===== src/rtl/cache_tag_ctrl.sv =====
// Tag lookup and MSI state-update controller for a 2-way L1 cache.
// Handles one request at a time. It reads both tag RAMs, classifies the access
// and returns a response. On UPGRADE or MISS it waits for a fill and then
// writes {state, tag} into the target way.
module cache_tag_ctrl #(
  parameter int unsigned AWIDTH = 3,
  parameter int unsigned DWIDTH = 16,
  parameter int unsigned OFF_W  = 2
) (
  input  logic                             clock,
  input  logic                             reset,
  input  logic                             req_valid,
  output logic                             req_ready,
  input  logic                             req_write,
  input  logic [DWIDTH-2+AWIDTH+OFF_W-1:0] req_addr,
  output logic                             resp_valid,
  input  logic                             resp_ready,
  output logic [1:0]                       resp_code,
  output logic                             resp_way,
  output logic [DWIDTH-3:0]                resp_victim_tag,
  output logic                             resp_victim_dirty,
  input  logic                             fill_valid,
  input  logic [1:0]                       fill_state,
  output logic                             fill_ready,
  output logic [AWIDTH-1:0]                tram_addr,
  output logic [DWIDTH-1:0]                tram_din,
  output logic                             t0_we,
  output logic                             t1_we,
  input  logic [DWIDTH-1:0]                t0_dout,
  input  logic [DWIDTH-1:0]                t1_dout
);

  localparam int unsigned TAG_W  = DWIDTH - 2;
  localparam int unsigned ADDR_W = TAG_W + AWIDTH + OFF_W;
  localparam int unsigned SETS   = 1 << AWIDTH;

  localparam logic [1:0] HIT_RD  = 2'b00;
  localparam logic [1:0] HIT_WR  = 2'b01;
  localparam logic [1:0] UPGRADE = 2'b10;
  localparam logic [1:0] MISS    = 2'b11;
  localparam logic [1:0] ST_S    = 2'b01;
  localparam logic [1:0] ST_M    = 2'b10;

  typedef enum logic [2:0] {
    S_IDLE, S_READ, S_COMPARE, S_RESP, S_WAIT_FILL, S_WRITE
  } state_t;

  typedef struct packed {
    logic [1:0]       code;
    logic             way;
    logic [TAG_W-1:0] vtag;
    logic             vdirty;
  } resp_t;

  state_t           state, state_next;
  logic             wr_q;
  logic [TAG_W-1:0] tag_q;
  logic [AWIDTH-1:0] idx_q;
  logic [SETS-1:0]  lru_q;
  resp_t            resp_q, resp_d;
  logic             accept, lru_we, lru_bit;

  logic [1:0]       st0, st1;
  logic [TAG_W-1:0] tg0, tg1;
  logic             v0, v1, h0, h1, victim;
  logic [1:0]       hit_st;

  // The block offset is not used here.
  logic unused_off;
  assign unused_off = ^req_addr[OFF_W-1:0];

  assign st0 = t0_dout[DWIDTH-1 -: 2];
  assign st1 = t1_dout[DWIDTH-1 -: 2];
  assign tg0 = t0_dout[TAG_W-1:0];
  assign tg1 = t1_dout[TAG_W-1:0];

  // Classify the access from the tag RAM read data. Way 0 wins when both ways hit.
  // A miss evicts the first invalid way, otherwise the way the LRU bit names.
  always_comb begin
    resp_d = '0;
    hit_st = 2'b00;
    victim = 1'b0;
    v0 = (st0 == ST_S) || (st0 == ST_M);
    v1 = (st1 == ST_S) || (st1 == ST_M);
    h0 = v0 && (tg0 == tag_q);
    h1 = v1 && (tg1 == tag_q);
    if (h0 || h1) begin
      resp_d.way = ~h0;
      hit_st     = h0 ? st0 : st1;
      if (!wr_q)                resp_d.code = HIT_RD;
      else if (hit_st == ST_M)  resp_d.code = HIT_WR;
      else                      resp_d.code = UPGRADE;
    end else begin
      if (!v0)      victim = 1'b0;
      else if (!v1) victim = 1'b1;
      else          victim = lru_q[idx_q];
      resp_d.code   = MISS;
      resp_d.way    = victim;
      resp_d.vtag   = victim ? tg1 : tg0;
      resp_d.vdirty = victim ? (st1 == ST_M) : (st0 == ST_M);
    end
  end

  // State register.
  always_ff @(posedge clock or posedge reset) begin
    if (reset) state <= S_IDLE;
    else       state <= state_next;
  end

  // Next-state logic, request capture strobe and LRU update strobe.
  always_comb begin
    state_next = state;
    accept     = 1'b0;
    lru_we     = 1'b0;
    lru_bit    = 1'b0;
    case (state)
      S_IDLE: begin
        if (req_valid) begin
          accept     = 1'b1;
          state_next = S_READ;
        end
      end
      S_READ:    state_next = S_COMPARE;
      S_COMPARE: state_next = S_RESP;
      S_RESP: begin
        if (resp_ready) begin
          if ((resp_q.code == HIT_RD) || (resp_q.code == HIT_WR)) begin
            lru_we     = 1'b1;
            lru_bit    = ~resp_q.way;
            state_next = S_IDLE;
          end else begin
            state_next = S_WAIT_FILL;
          end
        end
      end
      S_WAIT_FILL: if (fill_valid) state_next = S_WRITE;
      S_WRITE: begin
        lru_we     = 1'b1;
        lru_bit    = ~resp_q.way;
        state_next = S_IDLE;
      end
      default: state_next = S_IDLE;
    endcase
  end

  // Request fields, response fields and per-set LRU bits.
  always_ff @(posedge clock or posedge reset) begin
    if (reset) begin
      wr_q   <= 1'b0;
      tag_q  <= '0;
      idx_q  <= '0;
      resp_q <= '0;
      lru_q  <= '0;
    end else begin
      if (accept) begin
        wr_q  <= req_write;
        tag_q <= req_addr[ADDR_W-1 -: TAG_W];
        idx_q <= req_addr[OFF_W +: AWIDTH];
      end
      if (state == S_COMPARE) resp_q <= resp_d;
      if (lru_we) lru_q[idx_q] <= lru_bit;
    end
  end

  // Registered handshake and RAM-write outputs, decoded from the next state.
  // The fill state is captured into tram_din at the fill handshake.
  always_ff @(posedge clock or posedge reset) begin
    if (reset) begin
      req_ready  <= 1'b1;
      resp_valid <= 1'b0;
      fill_ready <= 1'b0;
      t0_we      <= 1'b0;
      t1_we      <= 1'b0;
      tram_din   <= '0;
    end else begin
      req_ready  <= (state_next == S_IDLE);
      resp_valid <= (state_next == S_RESP);
      fill_ready <= (state_next == S_WAIT_FILL);
      t0_we      <= (state_next == S_WRITE) && !resp_q.way;
      t1_we      <= (state_next == S_WRITE) &&  resp_q.way;
      tram_din   <= (state_next == S_WRITE) ? {fill_state, tag_q} : '0;
    end
  end

  assign tram_addr         = idx_q;
  assign resp_code         = resp_q.code;
  assign resp_way          = resp_q.way;
  assign resp_victim_tag   = resp_q.vtag;
  assign resp_victim_dirty = resp_q.vdirty;

endmodule


===== config.mk =====
export PLATFORM = sky130hd
export DESIGN_NAME = cache_tag_ctrl
export DESIGN_NICKNAME = d
export VERILOG_FILES = /design/src/rtl/cache_tag_ctrl.sv
export SDC_FILE = /design/constraint.sdc
export NUM_CORES = 1
export LEC_CHECK = 0
export ABC_AREA = 1
export BUFFER_PORTS_ARGS = -buffer_cell sky130_fd_sc_hd__buf_4
export CAP_MARGIN = 25
export CORE_MARGIN = 1
export CORE_UTILIZATION = 40
export CTS_BUF_LIST = sky130_fd_sc_hd__clkbuf_4
export CTS_CLUSTER_SIZE = 40
export DETAILED_ROUTE_END_ITERATION = 10
export PLACE_DENSITY = 0.64
export SLEW_MARGIN = 40
export SYNTH_ARGS = -nofsm -noshare
export SYNTH_HDL_FRONTEND = slang
export SYNTH_SLANG_ARGS = --single-unit

===== constraint.sdc =====
create_clock -name clock -period 2.1 [get_ports clock]
set_input_delay 0.42 -clock clock [delete_from_list [all_inputs] [get_ports clock]]
set_output_delay 0.42 -clock clock [all_outputs]
set_load 0.01 [all_outputs]

== After elaboration in Yosys (flattened, before gate mapping) ==
Index checks and enable logic that the tools add are counted.
Widths: inputs -> output; s select.

* $lt $le $gt $ge: 2
* Equal/unequal tests: 16
* Muxes and demuxes: 29
* Bitwise logic cells: 2
* Reduce and logical (&&, ||, !) cells: 13

{| class="wikitable"
|+ Operator list
! cell !! count
|-
| $eq 14x14->1 || 2
|-
| $mux 16 || 1
|-
| $mux 15 || 1
|-
| $mux 3 || 5
|-
| $pmux 3 s5 || 1
|-
| $mux 14 || 1
|-
| $eq 3x3->1 const B || 4
|-
| $mux 1 || 12
|-
| $eq 3x2->1 const B || 3
|-
| $bwmux 8 || 1
|-
| $eq 2x1->1 const B || 3
|-
| $eq 2x2->1 const B || 3
|-
| $logic_not 3->1 || 2
|-
| $mux 2 || 3
|-
| $logic_and 1x1->1 || 5
|-
| $logic_or 1x1->1 || 4
|-
| $lt 3x4->1 const B || 1
|-
| $pmux 1 s2 || 2
|-
| $bmux 1 s3 || 1
|-
| $demux 1 s3 || 1
|-
| $eq 3x1->1 const B || 1
|-
| $ge 3x1->1 const B || 1
|-
| $logic_not 2->1 || 1
|-
| $not 1->1 || 2
|-
| $logic_not 1->1 || 1
|}

* Register bits after elaboration: 68
* Bits of input ports: 59
* Output and inout bits: 42
* Logic and storage cells: 77

== Logic depth before layout (Yosys ltp) ==
Gate-level depths: netlist of the first run.

* Depth in word-level cells: 8
* Mapped depth: 13
* Gate-level depth less buffers: 12

== Worst setup path after synthesis of the first run ==
OpenSTA, ideal clock, no wires.

* Path type: in2reg
* Start: input port t0_dout[14]
* End: register resp_q, in the netlist resp_victim_tag[0]
* Data arrival time: 1.652 ns
* Required time: 1.982 ns
* Slack: 0.330 ns
* Cell stages on the path: 13
* Cells stage by stage: inv_1 -> ha_1 -> inv_2 -> nand2_1 -> nor2_1 -> nand2_1 -> nor2_1 -> nand2_2 -> nand2_1 -> nor2_1 -> buf_4 -> nand3_1 -> nand2_1

* Word-level cells in the longest chain between the ends: 6
* Elaborated cells on any way between the ends: 9
* Those cells by class: 2 x eq/ne; 4 x mux; 3 x reduce/logical

{| class="wikitable"
|+ RTL lines
! item !! line !! text
|-
| from (decl) || 29 || <nowiki>input logic [DWIDTH-1:0] t0_dout,</nowiki>
|-
| $eq 2x1->1 / $eq 2x2->1 (equally long branches) || 83 || <nowiki>v0 = (st0 == ST_S) || (st0 == ST_M);</nowiki>
|-
| $logic_or 1x1->1 (*) || 83 ||
|-
| $mux 1 || 94 || <nowiki>if (!v0) victim = 1'b0;</nowiki>
|-
| $mux 1 || 87 || <nowiki>if (h0 || h1) begin</nowiki>
|-
| $mux 14 || 99 || <nowiki>resp_d.vtag = victim ? tg1 : tg0;</nowiki>
|-
| $mux 15 (*) || 87 ||
|-
| to (signal assigned) || 160 || <nowiki>if (state == S_COMPARE) resp_q <= resp_d;</nowiki>
|-
| to (decl) || 60 || <nowiki>resp_t resp_q, resp_d;</nowiki>
|}

Every way passes the cells marked *; elsewhere a longest branch is shown, timed or not. The select of a mux whose other input is x is not followed.
A chain may end at the register's enable or synchronous reset.

== Final worst setup path of the first run ==
* Start: register idx_q[1], in the netlist tram_addr[1]
* End: register resp_q, in the netlist resp_victim_tag[9]

* Word-level cells in the longest chain between the ends: 7

{| class="wikitable"
|+ RTL lines
! item !! line !! text
|-
| from (decl) || 58 || <nowiki>logic [AWIDTH-1:0] idx_q;</nowiki>
|-
| from (signal assigned) || 158 || <nowiki>idx_q <= req_addr[OFF_W +: AWIDTH];</nowiki>
|-
| $bmux 1 s3 || 96 || <nowiki>else victim = lru_q[idx_q];</nowiki>
|-
| $mux 1 (implied by the code) || 96 ||
|-
| $mux 1 || 95 || <nowiki>else if (!v1) victim = 1'b1;</nowiki>
|-
| $mux 1 || 94 ||
|-
| $mux 1 || 87 ||
|-
| $mux 14 || 99 ||
|-
| $mux 15 || 87 ||
|}

No other way between the ends. The select of a mux whose other input is x is not followed.

==> results of run 1 <==
==> flip-flops by register name, indices dropped and copies added, names as in the netlist <==
register	count
resp_way	1
tram_din	16
wr_q	1
t1_we	1
tram_addr	3
tag_q	14
lru_q	8
resp_victim_dirty	1
resp_victim_tag	14
req_ready	1
resp_valid	1
state	3
fill_ready	1
t0_we	1
resp_code	2
==> cells in the mapped netlist <==
cell / number
a21oi_1: 7
a31oi_1: 7
buf_1: 1
buf_4: 2
buf_6: 1
clkbuf_1: 6
clkinv_1: 3
dfrtp_1: 67
dfstp_2: 1
ha_1: 2
inv_1: 60
inv_2: 8
nand2_1: 172
nand2_2: 2
nand2_4: 2
nand3_1: 37
nand3b_1: 5
nor2_1: 48
nor2_2: 3
nor2_4: 1
nor3_1: 2
o2111ai_1: 1
o21a_1: 1
o21ai_0: 19
o21ai_1: 3
xnor2_1: 3
==> kinds of logic after synthesis <==
logic type,count (synthesis)
buffers and inverters,81
XOR/XNOR,3
AO/OA/AOI/OAI,38
adder cells (fa/ha/maj),2
AND/OR/NAND/NOR,272
flip-flops,68
==> per-layer routing <==
metal | global-route usage, % | up-vias
li1 | - | 1633
met4 | 8.846 | 0
met3 | 6.311 | 13
met2 | 32.67 | 85
met5 | 0 | -
met1 | 28.84 | 1417
==> final timing paths <==
check	from	cells after the start	slack, ps	end
setup / recovery	tram_addr[1]	11	310	resp_victim_tag[9]
hold / removal	reset	2	40	tram_din[13]
setup reg to reg	tram_addr[1]	11	310	resp_victim_tag[9]
hold reg to reg	resp_victim_tag[9]	2	500	resp_victim_tag[9]
max in group asynchronous	reset	3	1460	tag_q[9]
min in group clock	req_addr[18]	3	210	tag_q[13]
==> metrics by stage <==
stage | util [%] | setup WS (ps) | area (um^2) | hold WS (ps)
global route | 54.59 | 143.1 | 4486 | 62.06
global placement | 52.34 | -71.77 | 4300 | 471.6
CTS | 54.56 | 110.4 | 4483 | 46.46
floorplan | - | 330.0 | 3406 | 458.8
finish | 54.59 | 308.2 | 4486 | 43.43
detailed placement | 52.34 | -123.6 | 4300 | 475.0
==> layout by cell type (no fill, tap or decap), drive strengths merged <==
master / Yosys / final
a21oi: 7 / 7
a31oi: 7 / 7
buf: 4 / 107
bufinv: 0 / 3
clkbuf: 6 / 11
clkinv: 3 / 5
clkinvlp: 0 / 1
dfrtp: 67 / 67
dfstp: 1 / 1
ha: 2 / 2
inv: 68 / 67
nand2: 176 / 176
nand3: 37 / 37
nand3b: 5 / 5
nor2: 52 / 52
nor3: 2 / 2
o2111ai: 1 / 1
o21a: 1 / 1
o21ai: 22 / 22
xnor2: 3 / 3
==> power breakdown <==
| group | switching [W] | internal (W) |
|---|---|---|
| logic | 0.00144 | 0.000954 |
| registers | 0.000400 | 0.00179 |
| clock network | 0.000462 | 0.000627 |
| total | 0.00230 | 0.00337 |
==> cell type report <==
class	instances	area (um^2)	area share, %
sequential	68	1703	37.96
multi-input combinational	315	1383	30.82
timing repair buffer	107	815.8	18.19
inverter	71	270.3	6.025
tap	105	131.4	2.929
clock inverter	5	100.1	2.232
clock buffer	11	82.58	1.841
==> flow_summary.yaml, run 1 <==
run_status:
  status: "complete, no violations"
detailed_routing:
  wl_met2_um: 4009
  wl_met1_um: 4034
  routedWlPerCell_um: 12.90
  postRouteWirelength_um: 8799
  drc: 0
  wl_met3_um: 592
  routed.top_layer: "met4"
  via_per_inst: 4.616
  ant_nets: 0
  vias: 3148
  drtIter0Drc: 194
  drt-pass1-iter-count: 4
global_route:
  grt_pass1_wl_um: 14530
  antenna_found_initial: 0
  first_global_vias: 3061
  grt_usage_pct: 21.62
  grt_max_degree: 37
  gr-total-overflow: 0
yosys:
  synth_top_area_share_pct: 49.28
  yosysWarnings: 0
  synth_seq_cells: 68
  syn_inst: 464
  ys_seq_area_share_pct: 50.06
  muxShareOfSynthArea_pct: 0
  yosys.area_share.adder_pct: 0.7356
  synth_xor_area_share_pct: 0.7723
  syn_area_um2: 3402
  syn_nets: 525
  yosys.area.top_type: "dfrtp_1"
  synth-simple-area-share_pct: 33.03
  synth-compound-area-share_pct: 6.032
  synth_cell_type_count: 26
  synth_top_family_by_area: "simple AND/OR/NAND/NOR gates"
  synth_area_per_cell_um2: 7.332
  synth.area.top_cells: "dfrtp_1 49%, nand2_1 19%, inv_1 6.6%"
cts:
  cts_buffers: 9
  clk_path_buf_depth: 2
  post_cts_buffers: 0
  clk_latency_ps: 410
  cts_root_buf: "clkbuf_4"
  ctsResizeCount: 0
  cts.hold.buffers_added: 0
  cts_tree: "done"
  clkSlewWorstSetupHoldPaths_ps: 120
  h-tree-depth: 3
  cts.sinks: 68
die:
  die_w_um: 94.22
  pin_count: 101
  rows: 33
  die-area_um2: 8877
  coreArea_um2: 8217
  dieHeight_um: 94.22
  initial_utilization_pct: 41.40
timing:
  final.min_clock_period_ps: 1792
  finalSetupViolCount: 0
  rsz0062_at_grt: "no"
  tightest_slew_ps: 563.8
  fin_crit_sh_pct: 85.32
  slew_violations: 0
  fmax_mhz: 558.1
  skew_ps: 22.95
  tns_ps: 0
  hold_viol_final: 0
  slew_headroom_pct: 62.33
cells_and_area:
  syn_to_final_growth_pct: 31.85
  nFillCells: 795
  nets: 633
  n_antenna_cell: 0
  layout-drive-gt1-share_pct: 24.61
  fin_cells: 682
critical_path:
  critPathKind: "reg2reg"
  startpoint_type: "flop"
  critPathMaxStageDelay_ps: 480
  critPathCaptureType: "flop"
  slowest_stage: "dfrtp_1"
  path_buf_inv: 2
  worst-path-max-fanout: 16
  cp_data_arrival_time_ps: 2090
  path_cells: "inv_1 -> nor2_2 -> nand3b_1 -> nand2_1 -> inv_1 -> nand2_4 -> nand2_4 -> nand2_1 -> nand2_1 -> nand3_1 -> nand2_1"
  crit_family: "simple AND/OR/NAND/NOR gates"
  path_common_cell: "nand2_1"
  required_ps: 2400
placement:
  place_inst: 666
  portBuffers: 98
  dp_hpwl_um: 6870
  gp_congestion: 0.8193
job:
  maxCapViolations: 0
power_and_ir_drop:
  peakVddDrop_mv: 0.5375
  p_per_area_nw_per_um2: 1265
  leakage_nw: 2.543
  power_w: 0.005675
worst_hold_path:
  hold_path_class: "in2async"
(Power assumes the default switching activity.)
==> inputs of run 2 (changes only) <==
- CORE_ASPECT_RATIO: not set -> 1.4
==> run 2 against run 1 <==
Effect of this change: utilization fell by 0.39 points; register-to-register slack improved by 30 ps; cell area down 0.95%; largest power group unchanged.
==> flow_summary.yaml, run 2 (same netlist as run 1, synthesis figures left out) <==
detailed_routing:
  routedWlPerCell_um: 13.62
  ant_nets: 0
  postRouteWirelength_um: 9259
  drtIter0Drc: 197
  via_per_inst: 4.757
  drc: 0
  drt-pass1-iter-count: 4
  vias: 3235
global_route:
  grt_usage_pct: 23.23
  antenna_found_initial: 0
  gr-total-overflow: 0
  grt_pass1_wl_um: 15360
  first_global_vias: 3266
  grt_max_degree: 39
job:
  maxCapViolations: 0
cts:
  clk_path_buf_depth: 2
  cts_tree: "done"
  cts.sinks: 68
  h-tree-depth: 3
  cts_buffers: 9
  cts_root_buf: "clkbuf_4"
  ctsResizeCount: 0
  clkSlewWorstSetupHoldPaths_ps: 110
  post_cts_buffers: 0
  clk_latency_ps: 410
  cts.hold.buffers_added: 0
cells_and_area:
  nets: 634
  mostFrequentLayoutCells: "172 x nand2_1, 108 x buf_4, 67 x dfrtp_1"
  nFillCells: 855
  largest_register: "tram_din"
  syn_to_final_growth_pct: 30.60
  final_common_cell: "nand2_1"
  n_antenna_cell: 0
  largest_register_ffs: 16
  layout-drive-gt1-share_pct: 24.22
power_and_ir_drop:
  peakVddDrop_mv: 0.5674
  p_per_area_nw_per_um2: 1244
  leakage_nw: 2.525
critical_path:
  rr_worst_depth: 10
  startpoint_type: "flop"
  critPathCaptureType: "flop"
  r2r-end: "resp_victim_tag[5]"
  path_depth: 10
  slowest_stage: "dfrtp_1"
  endpoint: "resp_victim_tag[5]"
  path_common_cell: "nand2_1"
  worst-path-max-fanout: 16
  critPathKind: "reg2reg"
  required_ps: 2410
  cp_data_arrival_time_ps: 2070
  path_buf_inv: 1
  reg2reg_from: "tram_addr[0]"
  reg2reg_setup_slack_ps: 340
  crit_family: "simple AND/OR/NAND/NOR gates"
  path_cells: "inv_2 -> nand2_1 -> nand3_1 -> nand2_1 -> nor2_2 -> nand2_4 -> nand2_4 -> nand2_1 -> nand3_1 -> nand2_1"
  critPathMaxStageDelay_ps: 500
  crit_path_start: "tram_addr[0]"
run_status:
  status: "complete, no violations"
die:
  die_w_um: 79.94
  initial_utilization_pct: 41.50
  rows: 39
  dieHeight_um: 111.1
  pin_count: 101
  coreArea_um2: 8198
  die-area_um2: 8883
timing:
  rsz0062_at_grt: "no"
  slew_violations: 0
  fmax_mhz: 567.9
  finalSetupViolCount: 0
  skew_ps: 6.608
  final.min_clock_period_ps: 1761
  worst_slack_ps: 339.0
  slew_headroom_pct: 65.68
  holdWs_ps: 107.8
  fin_crit_sh_pct: 83.85
  hold_viol_final: 0
  tightest_slew_ps: 514.3
placement:
  post-place-ws_ps: -59.63
  portBuffers: 98
  gp_congestion: 0.9503
  dp_hpwl_um: 7016
worst_hold_path:
  hold_path_class: "in2async"
==> run 2: changes by cell type in the layout (fill, tap and decap cells not counted), sizes merged <==
| cell | before | now |
|---|---|---|
| bufinv | 3 | 2 |
| clkinv | 5 | 8 |
| buf | 107 | 108 |
| clkbuf | 11 | 9 |
==> run 2: layout make-up <==
type / count / area (um^2) / area share (%)
clock buffer: 9 / 67.56 / 1.521
clock inverter: 7 / 81.33 / 1.830
inverter: 71 / 270.3 / 6.083
multi-input combinational: 315 / 1383 / 31.12
sequential: 68 / 1703 / 38.33
tap: 102 / 127.6 / 2.872
timing repair buffer: 108 / 810.8 / 18.25
==> run 2: stage by stage <==
step	setup TNS, ps	utilization [%]	instances	total power, W	cell area (um^2)
floorplan	0	-	464	0.003712	3406
global placement	-136.6	52.35	664	0.004589	4292
detailed placement	-379.8	52.35	664	0.004643	4292
CTS	0	54.17	680	0.005594	4441
global route	0	54.20	680	0.006045	4443
finish	0	54.20	680	0.005529	4443
==> run 2: routing by layer <==
| metal | up-vias | GRT usage, % | share of wire [%] |
|---|---|---|---|
| met5 | - | 0 | 0 |
| met4 | 0 | 10.00 | 2.4 |
| met3 | 14 | 5.679 | 5.3 |
| met2 | 100 | 41.03 | 53 |
| met1 | 1488 | 25.85 | 39 |
| li1 | 1633 | - | - |
==> run 2: tightest hold or removal path: stages <==
cell,delay (ps)
buf_4,120
clkinvlp_4,60
buf_4,350
==> run 2: worst min-delay path by stage <==
stage                                      to                from  cells past startpoint
after floorplan                      lru_q[0]            lru_q[0]                      2
after global placement     resp_victim_tag[1]  resp_victim_tag[1]                      2
after detailed placement   resp_victim_tag[1]  resp_victim_tag[1]                      2
after CTS                 resp_victim_tag[10]               reset                      3
after global routing      resp_victim_tag[10]               reset                      3
final                     resp_victim_tag[10]               reset                      3
==> run 2: where the power goes <==
part,leakage [nW],switching [W],total [W],internal [W]
Clock,0.0822,0.000460,0.000927,0.000467
Sequential,0.870,0.000400,0.00219,0.00179
Combinational,1.57,0.00146,0.00241,0.000954
Total,2.53,0.00232,0.00553,0.00321
